[src/rtl/mac_18_acc_seq.sv]
// Frame accumulator behind the 18-bit MAC: sums LEN unsigned results into a
// wide register and offers the total (plus a sticky carry-out flag) on valid/ready.
module mac_18_acc_seq #(
  parameter int DATA_WIDTH = 18,
  parameter int ACC_WIDTH  = 40,
  parameter int LEN_WIDTH  = 8
) (
  input  logic                  clk,
  input  logic                  rst_n,
  input  logic                  start,
  input  logic [LEN_WIDTH-1:0]  len,
  input  logic                  in_valid,
  output logic                  in_ready,
  input  logic [DATA_WIDTH-1:0] in_data,
  output logic                  out_valid,
  input  logic                  out_ready,
  output logic [ACC_WIDTH-1:0]  out_data,
  output logic                  out_ovf,
  output logic                  busy
);

  // state   | meaning
  // IDLE    | waiting for start; len sampled here only
  // ACCUM   | accepting beats, cnt counts down remaining beats
  // HOLD    | total presented, waiting for out_ready
  typedef enum logic [1:0] {
    S_IDLE  = 2'd0,
    S_ACCUM = 2'd1,
    S_HOLD  = 2'd2
  } state_e;

  state_e                 state_q, state_d;
  logic [ACC_WIDTH-1:0]   acc_q, acc_d;
  logic [LEN_WIDTH-1:0]   cnt_q, cnt_d;
  logic                   ovf_q, ovf_d;

  logic [ACC_WIDTH:0]     sum;
  logic                   beat;

  // Handshake outputs decode the state register only, so they carry no input paths.
  assign in_ready  = (state_q == S_ACCUM);
  assign out_valid = (state_q == S_HOLD);
  assign busy      = (state_q != S_IDLE);
  assign out_data  = acc_q;
  assign out_ovf   = ovf_q;

  assign beat = in_valid & in_ready;
  assign sum  = {1'b0, acc_q} + (ACC_WIDTH + 1)'(in_data);

  always_ff @(posedge clk or negedge rst_n) begin
    if (!rst_n) begin
      state_q <= S_IDLE;
      acc_q   <= '0;
      cnt_q   <= '0;
      ovf_q   <= 1'b0;
    end else begin
      state_q <= state_d;
      acc_q   <= acc_d;
      cnt_q   <= cnt_d;
      ovf_q   <= ovf_d;
    end
  end

  always_comb begin
    state_d = state_q;
    acc_d   = acc_q;
    cnt_d   = cnt_q;
    ovf_d   = ovf_q;
    case (state_q)
      S_IDLE: begin
        if (start) begin
          acc_d = '0;
          ovf_d = 1'b0;
          if (len != '0) begin
            cnt_d   = len;
            state_d = S_ACCUM;
          end else begin
            state_d = S_HOLD;
          end
        end
      end
      S_ACCUM: begin
        if (beat) begin
          acc_d = sum[ACC_WIDTH-1:0];
          ovf_d = ovf_q | sum[ACC_WIDTH];
          cnt_d = cnt_q - LEN_WIDTH'(1);
          if (cnt_q == LEN_WIDTH'(1)) begin
            state_d = S_HOLD;
          end
        end
      end
      S_HOLD: begin
        if (out_ready) begin
          state_d = S_IDLE;
        end
      end
      default: begin
        state_d = S_IDLE;
      end
    endcase
  end

endmodule

[config.mk]
export PLATFORM = sky130hd
export DESIGN_NAME = mac_18_acc_seq
export DESIGN_NICKNAME = d
export VERILOG_FILES = /design/src/rtl/mac_18_acc_seq.sv
export SDC_FILE = /design/constraint.sdc
export NUM_CORES = 1
export LEC_CHECK = 0
export BUFFER_PORTS_ARGS = -buffer_cell sky130_fd_sc_hd__buf_2
export CAP_MARGIN = 40
export CORE_ASPECT_RATIO = 0.6
export CORE_MARGIN = 5
export CORE_UTILIZATION = 30
export DETAILED_ROUTE_END_ITERATION = 10
export MAX_ROUTING_LAYER = met4
export PLACE_DENSITY = 0.58
export SLEW_MARGIN = 10
export SYNTH_ARGS = -nofsm -noshare
export SYNTH_HDL_FRONTEND = slang
export SYNTH_SLANG_ARGS = --single-unit
export TNS_END_PERCENT = 100
[constraint.sdc]
create_clock -name clk -period 5.5 [get_ports clk]
set_input_delay 0.825 -clock clk [delete_from_list [all_inputs] [get_ports clk]]
set_output_delay 0.825 -clock clk [all_outputs]
set_load 0.005 [all_outputs]
## Word-level counts from Yosys, hierarchy flattened

Cells that the tools add are included.

| word-level totals | value |
|---|---|
| output and inout port bits | 44 |
| flip-flop bits (word level) | 51 |
| word-level logic and storage cells | 39 |

| operators by class | value |
|---|---|
| equal/unequal tests | 8 |
| bitwise gates (word level) | 2 |
| multiplexer cells | 16 |
| add/subtract/negate cells | 2 |
| reductions and logical operators | 7 |

Operators with widths:

| cell | count |
|---|---|
| $mux W40 | 2 |
| $pmux W40 S2 | 1 |
| $add A40 B18 Y41 | 1 |
| $mux W8 | 3 |
| $pmux W8 S2 | 1 |
| $mux W2 | 5 |
| $eq A8 B1 Y1 const B | 1 |
| $reduce_and A4 Y1 | 2 |
| $reduce_bool A8 Y1 | 1 |
| $sub A8 B1 Y8 const B | 1 |
| $ne A2 B1 Y1 const B | 3 |
| $pmux W2 S3 | 1 |
| $ne A2 B2 Y1 const B | 2 |
| $reduce_bool A2 Y1 | 2 |
| $reduce_and A3 Y1 | 1 |
| $eq A2 B1 Y1 const B | 1 |
| $eq A2 B2 Y1 const B | 1 |
| $logic_not A2 Y1 | 1 |
| $mux W1 | 2 |
| $pmux W1 S2 | 1 |
| $and A1 B1 Y1 | 1 |
| $or A1 B1 Y1 | 1 |

## Longest topological paths before layout

Gate-level depths: netlist of the first run.

| depth | value |
|---|---|
| depth in word-level cells | 4 |
| gate-level depth with buffers | 10 |

## Worst setup path before layout of the first run

OpenSTA, ideal clock, no wires.

| path | value |
|---|---|
| path kind | input-to-reg |
| start | input port in_data[0] |
| end | register acc_q[20] (netlist: out_data[20]) |
| setup time | 0.129 ns |
| data arrival time | 2.811 ns |
| stages on the path | 9 |
| path slack | 2.560 ns |
| path through | ha_1 > fa_1 > a21o_1 > a221o_2 > a211oi_1 > o31a_1 > buf_2 > nor3_1 > mux2i_1 |

| on the way | value |
|---|---|
| longest elaborated chain between the ends | 3 |

Ends and longest elaborated chain:

| element | RTL line | source |
|---|---|---|
| start, declared | 14 | `input logic [DATA_WIDTH-1:0] in_data,` |
| $add A40 B18 Y41 | 48 | `assign sum = {1'b0, acc_q} + (ACC_WIDTH + 1)'(in_data);` |
| $mux W40 | 83 | `if (beat) begin` |
| $pmux W40 S2 | 69 | `case (state_q)` |
| end signal, assigned | 53 | `acc_q <= '0;` |
| end signal, assigned | 58 | `acc_q <= acc_d;` |
| end, declared | 33 | `logic [ACC_WIDTH-1:0] acc_q, acc_d;` |

No other way between the ends. The select of a mux whose other input is x is not followed.
A chain may end at the register's enable or synchronous reset.

## Final worst setup path of the first run

| path | value |
|---|---|
| start | input port in_data[0] |
| end | register acc_q[36] (netlist: out_data[36]) |

Same word-level chain as after synthesis.

==> results of run 1 <==
## per-stage QoR
| step | hold WS (ns) | power [uW] | std cells | util, % | instance area (sq um) |
|---|---|---|---|---|---|
| floorplan | 0.471 | 1210 | 414 | - | 3520 |
| global placement | 0.488 | 1470 | 631 | 35.3 | 4020 |
| detailed placement | 0.497 | 1490 | 632 | 35.4 | 4030 |
| CTS | 0.513 | 1840 | 640 | 36.8 | 4180 |
| global route | 0.546 | 1990 | 640 | 36.8 | 4180 |
| finish | 0.509 | 1830 | 640 | 36.8 | 4180 |
## state kept, by name, summed over array words and instances (netlist names)
signal and cells:
cnt_q 8, out_ovf 1, state_q 2, out_data 40
## layer usage
| metal | vias to the layer above | wire length, microns | GRT usage, % |
|---|---|---|---|
| met1 | 1646 | 5590 | 23.8 |
| met3 | 8 | 757 | 3.62 |
| met2 | 126 | 3820 | 20.0 |
| met5 | - | 0 | - |
| met4 | 0 | 82 | 3.65 |
| li1 | 1663 | - | - |
## power by group
group | internal (uW) | switching (uW)
Clock | 194 | 142
Sequential | 469 | 88.1
Combinational | 368 | 563
## cell families after synthesis
family	count (synthesis)	share of synthesized area [%]
AND/OR/NAND/NOR	155	21.9
AO/OA/AOI/OAI	137	25.0
flip-flops	51	36.3
buffers and inverters	29	3.77
adder cells (fa/ha/maj)	21	7.68
XOR/XNOR	16	3.98
multiplexers	5	1.42
## cell type report
cell class,instances,share of cell area (%)
flip-flops and latches,51,30.5
inverters,8,0.718
repair buffers,79,9.84
clock buffers,8,3.74
multi-input cells,334,50.4
well taps,160,4.78
## final timing paths
path,from,endpoint,slack [ns],depth (start not counted)
max,in_data[0],out_data[36],2.46,9
min,out_data[11],out_data[11],0.51,2
max reg2reg,out_data[0],out_data[36],2.69,8
min reg2reg,out_data[11],out_data[11],0.51,2
max in group asynchronous,rst_n,out_data[21],4.38,2
min in group asynchronous,rst_n,out_data[14],0.65,2
## critical path: cells and delay by family
| kind | cells | cell delay [ns] |
|---|---|---|
| buf+inv | 1 | 0.10 |
| compound gates | 5 | 1.46 |
| simple gates | 1 | 0.19 |
| fa+ha+maj | 2 | 0.64 |
## placed cells by master, fill, tap and decap left out, types with 6 or more instances in the layout
| master | Yosys | layout |
|---|---|---|
| sky130_fd_sc_hd__buf_2 | 10 | 74 |
| sky130_fd_sc_hd__or4_1 | 13 | 13 |
| sky130_fd_sc_hd__o31ai_1 | 13 | 13 |
| sky130_fd_sc_hd__a21oi_1 | 34 | 34 |
| sky130_fd_sc_hd__dfrtp_1 | 51 | 51 |
| sky130_fd_sc_hd__ha_1 | 20 | 20 |
| sky130_fd_sc_hd__nor2_1 | 28 | 28 |
| sky130_fd_sc_hd__o21ai_0 | 40 | 40 |
| sky130_fd_sc_hd__and3_1 | 6 | 6 |
| sky130_fd_sc_hd__xnor2_1 | 11 | 11 |
| sky130_fd_sc_hd__nand2b_1 | 6 | 6 |
| sky130_fd_sc_hd__inv_1 | 8 | 8 |
| sky130_fd_sc_hd__nand3_1 | 13 | 13 |
| sky130_fd_sc_hd__o21a_1 | 8 | 8 |
| sky130_fd_sc_hd__nand2_1 | 54 | 54 |
| sky130_fd_sc_hd__nor3_1 | 10 | 10 |
| sky130_fd_sc_hd__nand4_1 | 10 | 10 |
| sky130_fd_sc_hd__a21o_1 | 7 | 7 |
==> flow_summary.rst, run 1 <==
.. list-table::
   :header-rows: 1

   * - Metric
     - Value
   * - Outcome
     - finished clean
   * - Transition time at the pin with the least slew margin
     - between 0.8 and 0.9 ns
   * - Number of rows created at floorplan
     - 30
   * - Die height
     - roughly 94 microns
   * - Async set-or-reset flop fraction in the synthesized netlist
     - between 90% and 100%
   * - Layout cell share with drive strength beyond 1
     - 19.6%
   * - Signal arrival time at the worst endpoint
     - 3.21 ns
   * - Effective utilization at floorplan
     - 30.9%
   * - Core outline area
     - 0.0114 sq mm
   * - Area share of the leading cell type in the synthesized netlist
     - between 30% and 40%
   * - Netlist area before placement
     - about 0.0035 sq mm
   * - Routed Antenna Nets
     - 0
   * - Hold buffers post-CTS
     - 0
   * - Lkg Pwr
     - ~0.0019 uW
   * - Clock transition at the registers of the reported paths
     - ~0.07 ns
   * - Number of cells produced by synthesis
     - 414
   * - Largest stage delay on the critical path
     - 0.44 ns
   * - Worst Setup End Kind
     - flop
   * - Most common cell in the netlist
     - sky130_fd_sc_hd__nand2_1
   * - Die area
     - 0.0141 sq mm
   * - Cells traversed along the worst timing path
     - buf_2 -> ha_1 -> fa_1 -> a21o_1 -> a221o_2 -> a211oi_1 -> o31a_1 -> or4_1 -> a21oi_1
   * - CTS tree
     - yes
   * - Final hold vios
     - 0
   * - Wire length of the first global-routing pass
     - roughly 17000 microns
   * - Total negative slack for setup checks
     - 0 ns
   * - Number of global-route vias before repair
     - 3356
   * - Area used by multi-input combinational logic
     - approximately 0.0021 sq mm
   * - Violation count after the first detailed-routing iteration
     - 295
   * - Max-cap violation count
     - 0
   * - Final setup vio count
     - 0
   * - Clock latency on the worst-skew pair
     - around 0.3 ns
   * - First-pass iteration count of the detailed router
     - 5
   * - Minimum period implied by the final worst setup slack
     - around 3.0 ns
   * - Horizontal die dimension
     - 150 microns
   * - Combined global-route utilization of all metal layers
     - between 10% and 20%
   * - Leading area contributor after synthesis
     - sky130_fd_sc_hd__dfrtp_1
   * - Number of buffers added by the clock tree synthesis step
     - 5
   * - Class of the tightest hold or removal check
     - reg2reg
   * - Clock tree root driver cell
     - sky130_fd_sc_hd__clkbuf_16
   * - Total congestion overflow
     - 0
   * - Number of buffers between clock root and the deepest sink
     - 2
   * - Average wire per cell in the routed design
     - about 16 microns
   * - Signed area change from the synthesized netlist to the final layout
     - 18.9%
   * - Post-placement setup slack
     - between 2 and 2.5 ns
   * - Routed vias
     - roughly 3400
   * - Maximum number of pins on one net before global-route repair
     - 52
   * - Power per Cell Area
     - between 400 and 500 mW/mm^2
   * - Worst path required time
     - 5.67 ns
   * - Half-perimeter wire length after placement
     - 7980 microns
   * - Share of synthesized area occupied by flip-flops and latches
     - around 36%
   * - Max H-tree Level
     - 2
   * - FF+latch area
     - about 0.0013 sq mm
   * - Worst slew slack as a fraction of its limit
     - 39.6%
   * - Setup CP Type
     - in2reg
   * - Fill cell count
     - 1189
   * - Number of antenna violations at the first check in global routing
     - 0
   * - Post-CTS Repair Setup Buffers
     - 0
   * - Mean instance size in the synthesized netlist
     - 8.50 sq um
   * - Post-route worst setup slack
     - between 2 and 2.5 ns
   * - Setup Skew
     - 0.00651 ns
   * - Post-cts sizing count
     - 0
   * - Leading cell types by count after synthesis
     - sky130_fd_sc_hd__nand2_1, sky130_fd_sc_hd__dfrtp_1, sky130_fd_sc_hd__o21ai_0, sky130_fd_sc_hd__a21oi_1, sky130_fd_sc_hd__nor2_1
   * - # diodes
     - 0
   * - Post-synth EDFFs
     - 0
   * - Unrepaired setup endpoints after global routing
     - false
   * - Via count normalized by instance count
     - approximately 5.4
   * - Top_reg_cell synth
     - sky130_fd_sc_hd__dfrtp_1
   * - Cells taking the most area after synthesis
     - sky130_fd_sc_hd__dfrtp_1, sky130_fd_sc_hd__ha_1, sky130_fd_sc_hd__nand2_1
   * - Number of synthesized register bits
     - 51
   * - Highest-delay cell along the critical path
     - sky130_fd_sc_hd__o31a_1
   * - Port Buffers
     - between 70 and 80
   * - Num Clock Sinks
     - 51
   * - Highest achievable clock rate
     - 329 MHz
   * - Count of synthesis-stage warnings from yosys
     - 0
   * - Net count after synthesis
     - around 470
   * - Max-slew violation total from the final report
     - 0
   * - Synth unique cells
     - 54
   * - Ratio of final minimum period to clock period
     - a little under three fifths
   * - Maximum vdd ir drop
     - 0.256 mV
   * - Crit path max fanout
     - 11
   * - Detailed Route WL
     - between 10000 and 15000 microns
   * - Routability-driven placement congestion ratio
     - approximately 0.88
   * - Worst Setup Start Kind
     - input port
   * - Boundary Pins
     - between 70 and 80
   * - DRC viols
     - 0
   * - Fin nets
     - about 530
(Power assumes the default switching activity.)
==> inputs of run 2 (changes only) <==
==> constraint.sdc (replaced) <==
create_clock -name clk -period 3 [get_ports clk]
set_input_delay 0.45 -clock clk [delete_from_list [all_inputs] [get_ports clk]]
set_output_delay 0.45 -clock clk [all_outputs]
set_load 0.005 [all_outputs]
==> run 2 against run 1 <==
Net effect:
- register-to-register slack got worse by 2.5 ns
- setup slack got worse by 2.3 ns
- clock power is 100% higher
- hold slack worse by 0.22 ns
- sequential power is 83% higher
- critical endpoint unchanged
- global-route usage is 0.12 points lower
- utilization up 0.45 points
- critical path type is now reg2reg
- sequential share of layout area fell by 0.37 points
- largest cell class unchanged
==> flow_summary.rst, run 2 (synthesis results as in run 1) <==
.. list-table::
   :header-rows: 1

   * - Metric
     - Value
   * - Outcome
     - finished clean
   * - Total placed cells including tap cells
     - around 640
   * - Total negative slack for setup checks
     - 0 ns
   * - Signed area change from the synthesized netlist to the final layout
     - 20.4%
   * - Routed vias
     - roughly 3400
   * - Ratio of final minimum period to clock period
     - between 90% and 100%
   * - Worst path required time
     - between 3 and 4 ns
   * - Highest achievable clock rate
     - between 300 and 400 MHz
   * - Final core occ
     - a little under two fifths
   * - Unrepaired setup endpoints after global routing
     - false
   * - Combined global-route utilization of all metal layers
     - between 15 and 20%
   * - Max H-tree Level
     - 2
   * - Final hold vios
     - 0
   * - Hold buffers post-CTS
     - 0
   * - Wire length of the first global-routing pass
     - around 17000 microns
   * - Horizontal die dimension
     - 150 microns
   * - Transition time at the pin with the least slew margin
     - 0.695 ns
   * - Lkg Pwr
     - 0.00191 uW
   * - Max-cap violation count
     - 0
   * - Class of the tightest hold or removal check
     - in2async
   * - Violation count after the first detailed-routing iteration
     - about 220
   * - Routability-driven placement congestion ratio
     - around 0.82
   * - Number of buffers added by the clock tree synthesis step
     - 5
   * - Crit path max fanout
     - 11
   * - Number of antenna violations at the first check in global routing
     - 0
   * - Fill cell count
     - 1176
   * - Reg-to-Reg Start
     - out_data[0]
   * - Post-placement setup slack
     - ~0.098 ns
   * - Non-filler cells in the finished layout
     - between 600 and 700
   * - First-pass iteration count of the detailed router
     - 5
   * - CTS tree
     - yes
   * - Worst slew slack as a fraction of its limit
     - between 50 and 60%
   * - Largest stage delay on the critical path
     - 0.43 ns
   * - Number of rows created at floorplan
     - 30
   * - Most frequent cells in the layout
     - sky130_fd_sc_hd__buf_2, sky130_fd_sc_hd__nand2_1, sky130_fd_sc_hd__dfrtp_1, sky130_fd_sc_hd__o21ai_0, sky130_fd_sc_hd__a21oi_1
   * - Number of buffers between clock root and the deepest sink
     - 2
   * - Power per Cell Area
     - 815 mW/mm^2
   * - Layout cell share with drive strength beyond 1
     - about a fifth
   * - Via count normalized by instance count
     - about 5.2
   * - DRC viols
     - 0
   * - Clock tree root driver cell
     - sky130_fd_sc_hd__clkbuf_16
   * - Total congestion overflow
     - 0
   * - Fin nets
     - about 540
   * - Post-CTS Repair Setup Buffers
     - 0
   * - Most common cell after layout, fill and taps aside
     - sky130_fd_sc_hd__buf_2
   * - Register-to-Register Setup Slack
     - a little under 0.2 ns
   * - Post-route worst setup slack
     - approximately 0.19 ns
   * - Cells traversed along the worst timing path
     - ha_1 -> fa_1 -> a21o_1 -> a221o_2 -> a211oi_1 -> o31a_1 -> o31ai_1 -> a21oi_1
   * - Number of global-route vias before repair
     - 3322
   * - Die area
     - 0.0141 sq mm
   * - Core outline area
     - approximately 0.011 sq mm
   * - Setup CP Type
     - reg2reg
   * - Num Clock Sinks
     - 51
   * - Worst setup startpoint
     - out_data[0]
   * - Post-layout total power
     - 3450 uW
   * - Maximum number of pins on one net before global-route repair
     - 52
   * - Max reg flops
     - 40
   * - Maximum vdd ir drop
     - ~0.37 mV
   * - Effective utilization at floorplan
     - a little under a third
   * - Final setup vio count
     - 0
   * - Boundary Pins
     - between 70 and 80
   * - Minimum period implied by the final worst setup slack
     - around 2.8 ns
   * - Half-perimeter wire length after placement
     - between 7000 and 8000 microns
   * - Routed Antenna Nets
     - 0
   * - Worst Setup Start Kind
     - flop
   * - Signal arrival time at the worst endpoint
     - roughly 3.0 ns
   * - Highest-delay cell along the critical path
     - sky130_fd_sc_hd__o31a_1
   * - Setup Skew
     - around 0.0063 ns
   * - Worst Setup End Kind
     - flop
   * - Average wire per cell in the routed design
     - 16.0 microns
   * - Post-cts sizing count
     - 0
   * - # diodes
     - 0
   * - Port Buffers
     - 74
   * - Max-slew violation total from the final report
     - 0
   * - Clock latency on the worst-skew pair
     - between 0.2 and 0.3 ns
   * - Clock transition at the registers of the reported paths
     - 0.07 ns
   * - Die height
     - ~94 microns
   * - Detailed Route WL
     - 10300 microns
## run 2: changes by cell type in the layout (fill, tap and decap cells not counted), sizes merged
cell | before | now
clkbuf | 8 | 6
bufinv | 0 | 1
buf | 79 | 84
clkinv | 0 | 1
## run 2: worst paths after layout
kind / cells after the start / end
worst max register to register: 8 / out_data[36]
worst min-delay path: 2 / out_data[14]
worst max-delay path: 8 / out_data[36]
min in group clk: 3 / cnt_q[0]
worst min register to register: 2 / out_data[15]
max in group asynchronous: 2 / cnt_q[6]
## run 2: stage by stage
| step | cell area, sq um | hold slack (ns) |
|---|---|---|
| 3_3_place_gp | 4060 | 0.487 |
| 5_1_grt | 4240 | 0.359 |
| 2_1_floorplan | 3520 | 0.154 |
| 4_1_cts | 4240 | 0.310 |
| 3_5_place_dp | 4060 | 0.496 |
| 6_report | 4240 | 0.289 |
## run 2: metal layers
| layer | wire length (microns) | part of all wire (%) | GRT usage [%] | vias up |
|---|---|---|---|---|
| met2 | 3940 | 38 | 20.9 | 114 |
| met1 | 5590 | 54 | 23.6 | 1578 |
| met3 | 734 | 7.1 | 2.94 | 10 |
| met4 | 81 | 0.78 | 2.66 | 0 |
| met5 | 0 | 0 | - | - |
| li1 | - | - | - | 1682 |
## run 2: area by class of cell
cell class	instances	area (sq um)	share of cell area, %
well taps	160	200	4.73
inverters	8	30.0	0.709
repair buffers	84	445	10.5
flip-flops and latches	51	1280	30.1
clock inverters	2	35.0	0.827
multi-input cells	334	2110	49.8
clock buffers	6	139	3.28
## run 2: worst max-delay path, delay by kind of cell (launching register included)
family | cells | cell delay (ns)
flops | 1 | 0.41
compound gates | 6 | 1.68
fa+ha+maj | 2 | 0.64
## run 2: where the power goes
part | total (uW) | internal [uW] | switching (uW) | leakage (uW)
combinational | 1740 | 709 | 1030 | 0.00115
clock | 685 | 416 | 269 | 0.0000868
sequential | 1020 | 860 | 163 | 0.000676
total | 3450 | 1980 | 1470 | 0.00191
